$ cat config.mk
export PLATFORM = sky130hd
export DESIGN_NAME = tx_top
export DESIGN_NICKNAME = d
export VERILOG_FILES = /design/src/rtl/tx_top.sv
export SDC_FILE = /design/constraint.sdc
export NUM_CORES = 1
export LEC_CHECK = 0
export ABC_AREA = 1
export ABC_CLOCK_PERIOD_IN_PS = 2550
export CORE_MARGIN = 4
export CORE_UTILIZATION = 35
export DETAILED_ROUTE_END_ITERATION = 12
export GPL_TIMING_DRIVEN = 0
export MAX_ROUTING_LAYER = met4
export REMOVE_ABC_BUFFERS = 1
export SLEW_MARGIN = 20
export SYNTH_ARGS = -nofsm -noshare
export SYNTH_HDL_FRONTEND = slang
export SYNTH_SLANG_ARGS = --single-unit
$ cat constraint.sdc
create_clock -name i_clk -period 2.55 [get_ports i_clk]
set_input_delay 0.6375 -clock i_clk [delete_from_list [all_inputs] [get_ports i_clk]]
set_output_delay 0.6375 -clock i_clk [all_outputs]
set_load 0.01 [all_outputs]
$ cat src/rtl/tx_top.sv
// UART transmitter with a circular TX FIFO, per-frame configuration latch and
// a 16x oversampling baud divider restarted at every frame start.
module tx_top #(
  parameter int unsigned CLK_FREQ = 50_000_000,
  parameter int unsigned DEPTH    = 8,
  parameter int unsigned DBITS    = 8,
  parameter int unsigned SBITS    = 2
) (
  input  logic             i_clk,
  input  logic             i_rst_n,
  input  logic             i_wr,
  input  logic [DBITS-1:0] i_wr_data,
  input  logic             i_d_num,
  input  logic             i_s_num,
  input  logic [1:0]       i_par,
  input  logic [1:0]       i_bd_rate,
  output logic             o_tx,
  output logic             o_full,
  output logic             o_busy
);

  localparam int unsigned Ticks1200 = (CLK_FREQ + 1200 * 16 - 1) / (1200 * 16);
  localparam int unsigned Ticks2400 = (CLK_FREQ + 2400 * 16 - 1) / (2400 * 16);
  localparam int unsigned Ticks4800 = (CLK_FREQ + 4800 * 16 - 1) / (4800 * 16);
  localparam int unsigned Ticks9600 = (CLK_FREQ + 9600 * 16 - 1) / (9600 * 16);
  localparam int unsigned DivW      = $clog2(Ticks1200 + 1);
  localparam int unsigned PtrW      = (DEPTH > 1) ? $clog2(DEPTH) : 1;
  localparam int unsigned CntW      = $clog2(DEPTH + 1);
  localparam int unsigned MaxBits   = (DBITS > SBITS) ? DBITS : SBITS;
  localparam int unsigned BitW      = $clog2(MaxBits + 1);

  typedef enum logic [2:0] {StIdle, StStart, StData, StParity, StStop} state_e;

  state_e            state_q, state_d;
  logic [DivW-1:0]   div_q, div_d, div_max_q, div_max_d, div_max_sel;
  logic [3:0]        tick_cnt_q, tick_cnt_d;
  logic [BitW-1:0]   bit_cnt_q, bit_cnt_d;
  logic [DBITS-1:0]  shreg_q, shreg_d;
  logic              d_num_q, d_num_d, s_num_q, s_num_d;
  logic              par_en_q, par_en_d, par_bit_q, par_bit_d;
  logic              tx_q, tx_d;

  logic [DBITS-1:0]  mem_q [DEPTH];
  logic [PtrW-1:0]   wr_ptr_q, wr_ptr_d, rd_ptr_q, rd_ptr_d;
  logic [CntW-1:0]   count_q, count_d;
  logic              empty, full, push, pop, start_frame;
  logic              tick, bit_end;
  logic [DBITS-1:0]  head, data_mask;
  logic [BitW-1:0]   last_data, last_stop;

  assign empty = (count_q == '0);
  assign full  = (count_q == CntW'(DEPTH));
  // A write into a full FIFO is dropped even if a pop frees a slot this cycle.
  assign push  = i_wr && !full;
  assign pop   = start_frame;
  assign head  = mem_q[rd_ptr_q];

  always_comb begin
    wr_ptr_d = wr_ptr_q;
    rd_ptr_d = rd_ptr_q;
    count_d  = count_q;
    if (push) wr_ptr_d = (wr_ptr_q == PtrW'(DEPTH - 1)) ? '0 : wr_ptr_q + PtrW'(1);
    if (pop)  rd_ptr_d = (rd_ptr_q == PtrW'(DEPTH - 1)) ? '0 : rd_ptr_q + PtrW'(1);
    case ({push, pop})
      2'b10:   count_d = count_q + CntW'(1);
      2'b01:   count_d = count_q - CntW'(1);
      default: count_d = count_q;
    endcase
  end

  always_ff @(posedge i_clk) begin
    if (push) mem_q[wr_ptr_q] <= i_wr_data;
  end

  always_comb begin
    div_max_sel = DivW'(Ticks1200 - 1);
    case (i_bd_rate)
      2'b00:   div_max_sel = DivW'(Ticks1200 - 1);
      2'b01:   div_max_sel = DivW'(Ticks2400 - 1);
      2'b10:   div_max_sel = DivW'(Ticks4800 - 1);
      default: div_max_sel = DivW'(Ticks9600 - 1);
    endcase
  end

  assign data_mask = i_d_num ? {DBITS{1'b1}} : {1'b0, {(DBITS - 1){1'b1}}};
  assign last_data = d_num_q ? BitW'(DBITS - 1) : BitW'(DBITS - 2);
  assign last_stop = s_num_q ? BitW'(SBITS - 1) : '0;
  assign tick      = (div_q == div_max_q);
  assign bit_end   = tick && (tick_cnt_q == 4'd15);

  always_comb begin
    state_d     = state_q;
    div_d       = div_q;
    div_max_d   = div_max_q;
    tick_cnt_d  = tick_cnt_q;
    bit_cnt_d   = bit_cnt_q;
    shreg_d     = shreg_q;
    d_num_d     = d_num_q;
    s_num_d     = s_num_q;
    par_en_d    = par_en_q;
    par_bit_d   = par_bit_q;
    tx_d        = tx_q;
    start_frame = 1'b0;

    if (state_q != StIdle) begin
      div_d = tick ? '0 : div_q + DivW'(1);
      if (tick) tick_cnt_d = tick_cnt_q + 4'd1;
    end

    case (state_q)
      StIdle: begin
        tx_d = 1'b1;
        if (!empty) start_frame = 1'b1;
      end
      StStart: begin
        if (bit_end) begin
          state_d   = StData;
          tx_d      = shreg_q[0];
          shreg_d   = shreg_q >> 1;
          bit_cnt_d = '0;
        end
      end
      StData: begin
        if (bit_end) begin
          bit_cnt_d = '0;
          if (bit_cnt_q == last_data) begin
            state_d = par_en_q ? StParity : StStop;
            tx_d    = par_en_q ? par_bit_q : 1'b1;
          end else begin
            bit_cnt_d = bit_cnt_q + BitW'(1);
            tx_d      = shreg_q[0];
            shreg_d   = shreg_q >> 1;
          end
        end
      end
      StParity: begin
        if (bit_end) begin
          state_d   = StStop;
          tx_d      = 1'b1;
          bit_cnt_d = '0;
        end
      end
      StStop: begin
        if (bit_end) begin
          if (bit_cnt_q != last_stop) begin
            bit_cnt_d = bit_cnt_q + BitW'(1);
          end else if (!empty) begin
            start_frame = 1'b1;
          end else begin
            state_d = StIdle;
            tx_d    = 1'b1;
          end
        end
      end
      default: state_d = StIdle;
    endcase

    // Frame start: pop the head, snapshot the configuration, restart timing.
    if (start_frame) begin
      state_d    = StStart;
      tx_d       = 1'b0;
      div_d      = '0;
      tick_cnt_d = '0;
      bit_cnt_d  = '0;
      div_max_d  = div_max_sel;
      shreg_d    = head;
      d_num_d    = i_d_num;
      s_num_d    = i_s_num;
      par_en_d   = (i_par == 2'b01) || (i_par == 2'b10);
      par_bit_d  = (^(head & data_mask)) ^ (i_par == 2'b10);
    end
  end

  always_ff @(posedge i_clk or negedge i_rst_n) begin
    if (!i_rst_n) begin
      state_q    <= StIdle;
      div_q      <= '0;
      div_max_q  <= '0;
      tick_cnt_q <= '0;
      bit_cnt_q  <= '0;
      shreg_q    <= '0;
      d_num_q    <= 1'b0;
      s_num_q    <= 1'b0;
      par_en_q   <= 1'b0;
      par_bit_q  <= 1'b0;
      tx_q       <= 1'b1;
      wr_ptr_q   <= '0;
      rd_ptr_q   <= '0;
      count_q    <= '0;
    end else begin
      state_q    <= state_d;
      div_q      <= div_d;
      div_max_q  <= div_max_d;
      tick_cnt_q <= tick_cnt_d;
      bit_cnt_q  <= bit_cnt_d;
      shreg_q    <= shreg_d;
      d_num_q    <= d_num_d;
      s_num_q    <= s_num_d;
      par_en_q   <= par_en_d;
      par_bit_q  <= par_bit_d;
      tx_q       <= tx_d;
      wr_ptr_q   <= wr_ptr_d;
      rd_ptr_q   <= rd_ptr_d;
      count_q    <= count_d;
    end
  end

  assign o_tx   = tx_q;
  assign o_full = full;
  assign o_busy = (state_q != StIdle);

endmodule

==> results of run 1 <==
## repair_timing
item,CTS,global route
buffers inserted,2,4
gates resized for setup,5,17
setup endpoints to repair,5,29
cloned,2,0
pin swaps,1,0
## flip-flops by register name, indices dropped and copies added, names as in the netlist
| signal | count |
|---|---|
| par_bit_q | 1 |
| wr_ptr_q | 3 |
| count_q | 4 |
| bit_cnt_q | 4 |
| mem_q | 64 |
| rd_ptr_q | 3 |
| state_q | 3 |
| div_max_q | 9 |
| d_num_q | 1 |
| tick_cnt_q | 4 |
| o_tx | 1 |
| par_en_q | 1 |
| div_q | 12 |
| s_num_q | 1 |
| shreg_q | 8 |
## stage by stage
| stage | cell area, um^2 | TNS (ns) | setup WS, ns | cells |
|---|---|---|---|---|
| floorplan | 6040 | 0 | 0.0951 | 697 |
| global placement | 6510 | -74.20 | -1.04 | 941 |
| detailed placement | 6530 | -13.17 | -0.392 | 942 |
| CTS | 7170 | 0 | 0.0261 | 978 |
| global route | 7240 | -0.0849 | -0.0849 | 982 |
| finish | 7240 | 0 | 0.0451 | 982 |
## area by class of cell
class	instances	share of cell area (%)
Clock buffer	17	5.87
Inverter	109	5.72
Timing Repair inverter	1	0.104
Sequential cell	119	45.7
Tap cell	225	3.89
Timing Repair Buffer	26	3.49
Multi-Input combinational cell	470	32.8
Clock inverter	15	2.44
## synthesized netlist by cell type (all sizes together)
| master | count |
|---|---|
| a211oi | 2 |
| a21oi | 13 |
| a221oi | 1 |
| a22oi | 1 |
| a31oi | 1 |
| buf | 15 |
| clkbuf | 4 |
| clkinv | 1 |
| dfrtp | 54 |
| dfstp | 1 |
| edfxtp | 64 |
| ha | 16 |
| inv | 108 |
| nand2 | 232 |
| nand3 | 69 |
| nand3b | 1 |
| nand4 | 3 |
| nor2 | 51 |
| nor3 | 7 |
| nor3b | 1 |
| o211ai | 2 |
| o21a | 1 |
| o21ai | 41 |
| o22ai | 2 |
| o31ai | 3 |
| o32ai | 1 |
| o41ai | 1 |
| or2 | 2 |
| xnor2 | 7 |
| xor2 | 11 |
## worst max path at each step
| stage | end | slack, ns | cells after the start |
|---|---|---|---|
| floorplan | count_q[2] | 0.1 | 13 |
| CTS | count_q[2] | 0.03 | 14 |
| global route | o_full | -0.08 | 4 |
| detailed placement | count_q[2] | -0.39 | 14 |
| global placement | shreg_q[6] | -1.04 | 1 |
| finish | o_full | 0.05 | 4 |
## metal layers
| metal | track usage (%) | part of all wire [%] | vias up |
|---|---|---|---|
| met2 | 22.5 | 47 | 62 |
| met3 | 3.04 | 3.0 | 14 |
| li1 | - | - | 2354 |
| met4 | 5.30 | 1.3 | 0 |
| met1 | 17.9 | 48 | 2085 |
| met5 | - | 0 | - |
## critical path, stage by stage (launching register included)
cell and delay, ns:
dfrtp_1 0.42, nor2_1 0.11, inv_1 0.08, nor3_2 0.25, clkdlybuf4s50_1 0.60
## power by group
group	switching [mW]	total, mW	internal (mW)
combinational	0.545	0.879	0.334
clock	0.952	2.43	1.48
sequential	0.195	2.51	2.32
## logic make-up after synthesis
logic type / Yosys count
flip-flops: 119
adder cells (fa/ha/maj): 16
buffers and inverters: 128
AND/OR/NAND/NOR: 366
XOR/XNOR: 18
AO/OA/AOI/OAI: 69
==> flow_metrics.py, run 1 <==
metrics = {
    "clocking": {
        "cts_tree": "yes",
        "cts_sinks": 119,
        "htree_levels": 4,
        "clock_path_buffers": 2,
        "clock_latency_ns": 0.41,
        "cts_buffers": 17,
        "path_clk_slew_ns": 0.06,
        "cts_root_buf": "clkbuf_16",
        "hold_buffers": 0,
    },
    "yosys": {
        "yosysTopAreaCell": "edfxtp_1",
        "yosysWarningCount": 0,
        "synth_compound_area_share_pct": 6.61,
        "synth_xor_area_share_pct": 2.57,
        "ys_ff_latch": 119,
        "ys_types": 46,
        "synth-seq-area-share_pct": 53.8,
        "synthCells": 716,
        "synthesis.area_um2": 6140,
        "syn_avg_cell_area_um2": 8.57,
        "ys_top_cells_by_area": "edfxtp_1, dfrtp_1, nand2_1",
        "synthAdderAreaFrac_pct": 3.26,
        "synth_top_family_by_area": "simple AND/OR/NAND/NOR gates",
        "synthMuxAreaShare_pct": 0,
        "yosysTopAreaCellShare_pct": 31.3,
        "yosys.area_share.simple_pct": 25.5,
    },
    "critical_path": {
        "endpoint_kind": "output pin",
        "crit_type": "reg2out",
        "required_ns": 1.91,
        "startpoint_type": "flip-flop",
        "cp_max_fo": 4,
        "r2r-start": "div_q[2]",
        "rr_endpoint": "count_q[2]",
        "setup.worst_path.start": "count_q[0]",
        "ff2ff_setup_slack_ns": 0.21,
        "worstRegToRegCells": 13,
        "cp.arrival_ns": 1.87,
    },
    "die": {
        "die_x_um": 140,
        "core_um2": 17200,
        "die_h_um": 140,
        "start_util_pct": 35.6,
        "die_area_um2": 19700,
        "pin_count": 20,
        "row_count": 48,
    },
    "routing": {
        "wire_per_inst_um": 12.9,
        "num_vias": 4515,
        "viasPerCell": 4.60,
        "ant_nets": 0,
        "routed_wl_mm": 12.7,
        "first_iter_violations": 225,
        "drt_pre_antenna_iters": 4,
        "drc_errors": 0,
    },
    "sta": {
        "hold_violations": 0,
        "setup_viol": 0,
        "post-route-min-period_ns": 2.50,
        "tightest_slew_ns": 0.921,
        "rsz0062_at_grt": "true",
        "worst_clock_skew_ns": 0.00950,
        "fin_crit_sh_pct": 98.2,
        "maxSlewHeadroom_pct": 38.4,
        "hold-worst-slack_ns": 0.114,
        "max_freq_mhz": 399,
        "drv_slew": 0,
    },
    "power_and_ir_drop": {
        "ir_worst_vdd_mv": 0.378,
        "p_leak_nw": 3.31,
        "powerDensity_nw_per_um2": 804,
        "power_mw": 5.82,
    },
    "global_routing": {
        "grt-ovfl-total": 0,
        "grt_max_degree": 37,
        "grt_usage_pct": 14.2,
        "antenna_found_initial": 0,
        "grt_pass1_vias": 4464,
        "grt_pass1_wl_mm": 21.7,
    },
    "layout": {
        "nFillCells": 1689,
        "seq_area_um2": 3310,
        "n_antenna_cell": 0,
        "syn2layout_area_growth_pct": 18.0,
        "final_common_cell": "nand2_1",
        "nNetsFinal": 777,
        "final_cell_mix": "nand2_1, inv_1, nand3_1",
        "multi_input_area_um2": 2380,
        "finish.utilization_pct": 42.0,
        "drive_above_1_share_pct": 10.7,
    },
    "status": {
        "outcome": "completed",
    },
    "placement": {
        "dp_hpwl_mm": 8.27,
        "port_buffers": 19,
        "globalplace.congestion": 0.808,
    },
    "hold_path": {
        "worst_hold_path_type": "in2async",
    },
    "run": {
        "drv_cap": 0,
    },
}
No activity file was read; power rests on OpenSTA's default activity.
==> run 2: changes to the inputs <==
--- a/config.mk
+++ b/config.mk
@@ -10,8 +10,8 @@
 export CORE_MARGIN = 4
 export CORE_UTILIZATION = 35
 export DETAILED_ROUTE_END_ITERATION = 12
+export DONT_BUFFER_PORTS = 1
 export GPL_TIMING_DRIVEN = 0
-export MAX_ROUTING_LAYER = met4
 export REMOVE_ABC_BUFFERS = 1
 export SLEW_MARGIN = 20
 export SYNTH_ARGS = -nofsm -noshare
==> constraint.sdc (replaced) <==
create_clock -name i_clk -period 2.55 [get_ports i_clk]
set_input_delay 0.6375 -clock i_clk [delete_from_list [all_inputs] [get_ports i_clk]]
set_output_delay 0.6375 -clock i_clk [all_outputs]
set_load 0.05 [all_outputs]
==> run 2 against run 1 <==
Effect of this change: cell count down 1.6%; register-to-register slack about the same; critical path depth up 4; clock power down 7%; critical path type is now reg2reg; critical endpoint is now mem_q[0][5]; largest cell class unchanged.
==> flow_metrics.py, run 2 (same netlist as run 1, synthesis figures left out) <==
metrics = {
    "placement": {
        "port_buffers": 0,
        "dp_hpwl_mm": 8.11,
        "pre_cts_ws_ns": -0.349,
        "globalplace.congestion": 0.838,
        "placed_area_um2": 6340,
        "dp.cells": 924,
    },
    "die": {
        "die_h_um": 140,
        "row_count": 48,
        "core_um2": 17200,
        "die_area_um2": 19700,
        "pin_count": 20,
        "start_util_pct": 35.6,
        "die_x_um": 140,
    },
    "sta": {
        "setup_ws_ns": 0.211,
        "hold_violations": 0,
        "setup_viol": 0,
        "max_freq_mhz": 428,
        "fin_setup_tns_ns": 0,
        "worst_clock_skew_ns": 0.00995,
        "post-route-min-period_ns": 2.34,
        "fin_crit_sh_pct": 91.7,
        "drv_slew": 0,
        "hold-worst-slack_ns": 0.0694,
        "tightest_slew_ns": 0.945,
        "maxSlewHeadroom_pct": 36.8,
    },
    "global_routing": {
        "grt-ovfl-total": 0,
        "grt_max_degree": 55,
        "grt_pass1_vias": 4203,
        "grt_usage_pct": 13.6,
        "antenna_found_initial": 0,
        "grt_pass1_wl_mm": 21.1,
    },
    "power_and_ir_drop": {
        "intPower_mw": 4.00,
        "switchingPower_mw": 1.67,
        "ir_worst_vdd_mv": 0.384,
        "power_mw": 5.66,
        "powerDensity_nw_per_um2": 802,
        "p_clk_share_pct": 40.0,
        "comb_power_share_pct": 15.6,
        "switching_share_pct": 29.4,
        "p_leak_nw": 3.24,
        "pwr-share-seq_pct": 44.3,
    },
    "clocking": {
        "htree_levels": 4,
        "cts_root_buf": "clkbuf_16",
        "cts_sinks": 119,
        "clock_path_buffers": 2,
        "clock_latency_ns": 0.42,
        "path_clk_slew_ns": 0.06,
        "cts_buffers": 17,
        "cts_tree": "yes",
    },
    "critical_path": {
        "r2r-start": "count_q[0]",
        "endpoint_kind": "flip-flop",
        "ff2ff_setup_slack_ns": 0.21,
        "cp.arrival_ns": 2.37,
        "cp_max_fo": 8,
        "endpoint": "mem_q[0][5]",
        "crit_type": "reg2reg",
        "rr_endpoint": "mem_q[0][5]",
        "required_ns": 2.58,
        "worstRegToRegCells": 8,
        "setup.worst_path.start": "count_q[0]",
        "startpoint_type": "flip-flop",
    },
    "hold_path": {
        "worst_hold_path_type": "in2async",
    },
    "routing": {
        "viasPerCell": 4.61,
        "drt_pre_antenna_iters": 5,
        "ant_nets": 0,
        "num_vias": 4458,
        "wire_per_inst_um": 13.2,
        "routed_wl_mm": 12.8,
        "first_iter_violations": 259,
        "drc_errors": 0,
    },
    "layout": {
        "regMostFlops": "mem_q",
        "syn2layout_area_growth_pct": 15.1,
        "final_cell_mix": "nand2_1, inv_1, nand3_1",
        "stdcell_count": 966,
        "drive_above_1_share_pct": 10.9,
        "nNetsFinal": 761,
        "finish.utilization_pct": 41.0,
        "n_antenna_cell": 0,
        "largest_reg_flops": 64,
        "reg_top3": "mem_q (64), div_q (12), div_max_q (9)",
        "final_common_cell": "nand2_1",
        "finalInstanceArea_um2": 7060,
    },
    "status": {
        "outcome": "completed",
    },
    "run": {
        "drv_cap": 0,
    },
}
run 2: critical path: stages, from the launching register on:
cell and delay [ns]:
dfrtp_1 0.41, nor2_1 0.07, inv_1 0.09, nor3_2 0.05, buf_6 0.16, buf_1 0.11
nor2_2 0.17, nand2_1 0.15, nor2_1 0.74
run 2: worst min-delay path by stage:
stage            start      endpoint  slack [ns]  cells after the start
5_1_grt        i_rst_n          o_tx        0.05                      0
4_1_cts        i_rst_n          o_tx        0.05                      0
2_1_floorplan  i_rst_n  bit_cnt_q[0]        0.34                      0
3_5_place_dp   i_rst_n      div_q[2]        0.34                      0
3_3_place_gp   i_rst_n      div_q[4]        0.34                      0
6_report       i_rst_n          o_tx        0.07                      0
run 2: layout make-up:
class,count,area [um^2]
clock buffer,17,425
clock inverter,15,140
fill,1650,10200
inverter,109,414
multi-input combinational,470,2390
sequential,119,3310
tap,225,282
timing repair buffer,10,95.1
timing repair inverter,1,7.51
run 2: metal layers:
| metal | global-route usage, % | part of all wire [%] | up-vias | wire length [um] |
|---|---|---|---|---|
| met4 | 4.39 | 1.0 | 0 | 128 |
| li1 | - | - | 2325 | - |
| met2 | 21.8 | 47 | 62 | 6010 |
| met5 | 0 | 0 | - | 0 |
| met1 | 17.8 | 48 | 2062 | 6140 |
| met3 | 3.72 | 3.8 | 9 | 482 |
run 2: power groups by stage:
stage	Clock, mW	Combinational, mW	Sequential [mW]
after floorplan	0	0.648	2.49
after detailed placement	0	0.838	2.54
after global routing	2.40	1.03	2.54
after global placement	0	0.792	2.54
final	2.27	0.885	2.51
after CTS	2.32	0.866	2.51
run 2: repair_timing:
action                                  4_1_cts  5_1_grt
gates resized for setup                       5       16
pin swaps                                     1        1
endpoints found under the hold margin        54        0
cloned                                        2        0
setup buffers                                 2        5
hold buffers                                  1        0
endpoints found under the setup margin       36       67
